--- src/rtl/doctor_unit.sv ---
// Doctor control panel: debounces the status/history/change buttons, emits
// one-cycle press strobes while sw is on, and keeps the postop mode flag.
module doctor_unit #(
  parameter int unsigned Nbit = 4,
  parameter int unsigned nMAX = 13
) (
  input  logic clk,
  input  logic rst,
  input  logic status,
  input  logic history,
  input  logic change,
  input  logic sw,
  output logic postop,
  output logic tasto_status,
  output logic tasto_hist,
  output logic tasto_change
);

  localparam int unsigned NCH = 3;
  localparam logic [Nbit-1:0] CNT_LAST = Nbit'(nMAX - 1);

  logic [NCH-1:0]  raw;
  logic [NCH-1:0]  db;
  logic [NCH-1:0]  db_nxt;
  logic [NCH-1:0]  rise;
  logic [Nbit-1:0] cnt     [NCH];
  logic [Nbit-1:0] cnt_nxt [NCH];

  // Channel order: 0 = status, 1 = history, 2 = change
  assign raw = {change, history, status};

  // Debounce: a level is accepted after nMAX consecutive differing samples
  always_comb begin
    db_nxt = db;
    for (int i = 0; i < NCH; i++) begin
      cnt_nxt[i] = '0;
      if (raw[i] != db[i]) begin
        if (cnt[i] == CNT_LAST) begin
          db_nxt[i] = raw[i];
        end else begin
          cnt_nxt[i] = cnt[i] + Nbit'(1);
        end
      end
    end
  end

  assign rise = db_nxt & ~db;

  always_ff @(posedge clk) begin
    if (rst) begin
      db           <= '0;
      for (int i = 0; i < NCH; i++) cnt[i] <= '0;
      postop       <= 1'b0;
      tasto_status <= 1'b0;
      tasto_hist   <= 1'b0;
      tasto_change <= 1'b0;
    end else begin
      db           <= db_nxt;
      for (int i = 0; i < NCH; i++) cnt[i] <= cnt_nxt[i];
      tasto_status <= rise[0] & sw;
      tasto_hist   <= rise[1] & sw;
      tasto_change <= rise[2] & sw;
      // Presses accepted while the panel is off are dropped, not replayed
      if (rise[2] && sw) postop <= ~postop;
    end
  end

endmodule

--- config.mk ---
export PLATFORM = sky130hd
export DESIGN_NAME = doctor_unit
export DESIGN_NICKNAME = d
export VERILOG_FILES = /design/src/rtl/doctor_unit.sv
export SDC_FILE = /design/constraint.sdc
export NUM_CORES = 1
export LEC_CHECK = 0
export CAP_MARGIN = 40
export CORE_MARGIN = 2
export CORE_UTILIZATION = 45
export DETAILED_ROUTE_END_ITERATION = 8
export PLACE_DENSITY = 0.67
export SLEW_MARGIN = 20
export SYNTH_ARGS = -nofsm -noshare
export SYNTH_HDL_FRONTEND = slang
export SYNTH_SLANG_ARGS = --single-unit
--- constraint.sdc ---
create_clock -name clk -period 1.66 [get_ports clk]
set_input_delay 0.415 -clock clk [delete_from_list [all_inputs] [get_ports clk]]
set_output_delay 0.415 -clock clk [all_outputs]
set_load 0.02 [all_outputs]
## Word level (Yosys, flattened, before mapping)

Memories as Yosys holds them, arrays and structs flattened.
Index checks and enable logic that the tools add are counted.

| word-level totals | value |
|---|---|
| flip-flop bits (word level) | 7 |
| RAM bits | 12 |
| bits of input ports | 6 |
| output and inout bits | 4 |
| word-level logic and storage cells | 43 |
| memories | 1 |

| cells by class | value |
|---|---|
| add/subtract/negate cells | 3 |
| equality and inequality tests | 6 |
| muxes and demuxes | 18 |
| bitwise logic cells | 9 |
| reduce and logical (&&, ||, !) cells | 1 |

Memories:

| name | words | bits a word | read ports | clocked after memory_dff | wr ports | RTL line | RTL |
|---|---|---|---|---|---|---|---|
| cnt | 3 | 4 | 3 | 0 | 3 | 26 | `logic [Nbit-1:0] cnt [NCH];` |

Operators by type and width:

| operator | count |
|---|---|
| 4-bit two-way mux | 9 |
| 4-bit by 1-bit adder with 4-bit output (second input constant) | 3 |
| 4-bit == test (second input constant) | 3 |
| 1-bit two-way mux | 9 |
| 1-bit bitwise AND | 3 |
| 3-bit bitwise AND | 1 |
| 1-bit != test | 3 |
| 3-bit NOT | 1 |
| 1-bit OR | 3 |
| 1-bit logical AND | 1 |
| 1-bit NOT | 1 |

## Longest topological paths before layout

| logic depth | value |
|---|---|
| word-level depth | 5 |
| depth in mapped cells | 5 |
| mapped depth without buffers | 5 |

## Least setup slack after synthesis

Ideal clock, no wire load.

| timing | value |
|---|---|
| path kind | register to register |
| start | memory cnt[2][0] (netlist: cnt[0][8]) |
| end | register postop |
| library setup time | 0.070 ns |
| data arrival time | 1.214 ns |
| data required time | 1.590 ns |
| slack | 0.376 ns |
| cell stages (with the launch flop) | 6 |
| path buffers | 0 |
| clock period less this slack | 1.284 ns |
| cells stage by stage | dfxtp_1 -> inv_1 -> ha_1 -> nand3_2 -> or4_1 -> a21oi_1 |

RTL lines:

| item | RTL line | RTL |
|---|---|---|
| start: declaration | 26 |  |
| end signal: assignment | 64 | `if (rise[2] && sw) postop <= ~postop;` |
| end: declaration | 13 | `output logic postop,` |

==> flow_summary.ini <==
[outcome]
status = finished clean

[yosys]
yosysSeqAreaShare_pct = 50.1
synth-xor-area-share_pct = 10.4
synth_cells = 79
yosysUniqueCellTypes = 15
yosys-mux-area-fraction_pct = 3.95
synth_nets = 91
synth_compound_area_share_pct = 1.65
synthSimpleGateAreaFrac_pct = 19.1
synth_top_flop_cell = dfxtp_1
ys_top_cells_by_count = dfxtp_1 (19), nor2_1 (15), inv_1 (10), nand3_1 (8)
synth_top_family_by_area = simple AND/OR/NAND/NOR gates
avgSynthCellArea_sq_um = 9.61
synthAdderAreaFrac_pct = 9.88
syn_area_sq_um = 759
synth_area_leaders = dfxtp_1 (50%), ha_1 (9.9%), nor2_1 (7.4%), xor2_1 (6.9%), nand3_1 (5.3%)
yosysWarnings = 0
ys_ff_latch = 19
yosys.cell_count.top_type = dfxtp_1
synth_edf_count = 0
async_flop_share_pct = 0
yosysTopAreaCell = dfxtp_1
synth_top_area_share_pct = 50.1

[layout]
design_area_sq_um = 918
n_fill_cell = 143
final_core_util_pct = 59.6
finalNetCount = 107
num_antenna_cells = 0
drive_gt1_share_pct = 7.45
syn_to_final_growth_pct = 20.9
fin_cells = 110

[floorplan]
fp.dieH_microns = 45.1
core_area_sq_um = 1540
rows = 14
io_pins = 10
fp.dieArea_sq_um = 2030
die_width_microns = 45.1
start_util_pct = 49.3

[timing]
rsz0062_at_grt = no
setup_viol = 0
fin_tns_setup_ps = 0
worstMarginPinSlew_ps = 242
slew-limit-headroom_pct = 83.6
clock-skew-final_ps = 0.737
max_freq_mhz = 720
min_period_over_period_pct = 83.7
fin_crit_ps = 1390
timing.final.max_slew_violations = 0
hold_viol = 0

[critical_path]
crit_path_max_fanout = 5
worstPathRequired_ps = 1890
slowest_delay_ps = 490
crit_path_start_kind = flip-flop
cp.arrival_ps = 1620
critical_path.cell_chain = inv_1, ha_1, nand3_2, or4_1, a21oi_1
slowest_stage = or4_1
r2r_slack_ps = 270
endpoint_kind = flip-flop
crit_type = reg -> reg

[drt]
routed_via_density = 4.79
routedWlPerCell_microns = 10.4
drtIter0Drc = 4
vias = 527
finalWirelength_mm = 1.14
drtPass1Iterations = 3
final_antenna_net_count = 0
drc = 0

[clock_tree]
clockBufferDepth = 2
htreeDepth = 1
path_clk_slew_ps = 110
clk_latency_ps = 290
cts_hold_repair.buffers = 0
cts_tree = built
cts_root_buf = clkbuf_4
cts_setup_buffers = 0
clock-sinks = 19
cts_buffers = 3

[placed_design]
gp_congestion = 0.696
dp_hpwl_microns = 862
place_inst = 106
io_buffers = 9
place_area_sq_um = 885

[grt]
grt-ovfl-total = 0
grt_pass1_wl_mm = 2.06
grt_usage_pct = 14.5
antenna_found_initial = 0
first_global_vias = 503
grt_max_degree = 12

[min_path]
hp-class = reg -> reg

[pwr]
irDropWorstVdd_mv = 0.561
power_density_nw_per_um2 = 814
power_leakage_uw = 0.000447

[flow_run]
drv_cap = 0
## sequential cells by signal, indices dropped and copies added (netlist names)
name          cells
cnt              12
db                3
postop            1
tasto_change      1
tasto_hist        1
tasto_status      1
## path summary, 6_finish.rpt
path         cells past startpoint        end  startpoint
min                              1  cnt[0][0]   cnt[0][0]
max reg2reg                      5     postop   cnt[0][8]
min reg2reg                      1  cnt[0][0]   cnt[0][0]
max                              5     postop   cnt[0][8]
## layer usage
metal | track usage [%] | vias to the layer above | wire [microns]
met5 | 0 | - | 0
met4 | 10.6 | 0 | 10
met3 | 4.80 | 2 | 54
met2 | 19.4 | 8 | 482
met1 | 19.2 | 232 | 595
li1 | - | 285 | -
## metrics by stage
| stage | hold WS [ps] | setup WS [ps] | total power [uW] |
|---|---|---|---|
| final | 475 | 271 | 748 |
| after global routing | 493 | 189 | 800 |
| after CTS | 479 | 8.59 | 765 |
| after detailed placement | 455 | 65.7 | 530 |
| after global placement | 445 | 99.8 | 528 |
| after floorplan | 430 | 376 | 503 |
## worst max-delay path, delay by kind of cell (launching register included)
family                   cells  cell delay (ps)
adder cells (fa/ha/maj)      1              160
buffers and inverters        1               60
AND/OR/NAND/NOR              2              620
flip-flops                   1              350
AO/OA/AOI/OAI                1              140
## timing repair
action                                  CTS  global route
resized for setup                         1             3
endpoints found under the hold margin     0             0
endpoints found under the setup margin    1             3
## cell families after synthesis
group           Yosys count
simple gates             30
compound gates            2
flops                    19
xor+xnor                  9
buf+inv                  10
mux                       3
fa+ha+maj                 6
## area by class of cell
class                      instances  area [sq um]  area share, %
multi-input combinational         50           342           37.2
inverter                          10          37.5           4.09
clock buffer                       3          22.5           2.45
timing repair buffer              11           111           12.1
sequential                        19           380           41.4
tap                               16          20.0           2.18
clock inverter                     1          5.00          0.545
## power breakdown
group | switching [uW] | total, uW | internal [uW]
logic | 24.1 | 49.5 | 25.4
registers | 6.22 | 469 | 463
clock network | 139 | 229 | 89.6
total | 170 | 748 | 578
## placed cells by master, fill, tap and decap left out, types with 2 or more instances in the layout
cell / count
xor2_1: 6
buf_4: 2
dlymetal6s2s_1: 3
inv_1: 10
mux2i_1: 3
nand3_1: 8
clkbuf_4: 3
nor4b_1: 2
dfxtp_1: 19
nor2_1: 15
nand2_1: 2
ha_1: 6
xnor2_1: 3
clkdlybuf4s50_1: 5
Note: power is estimated with default switching activity, not from simulation.
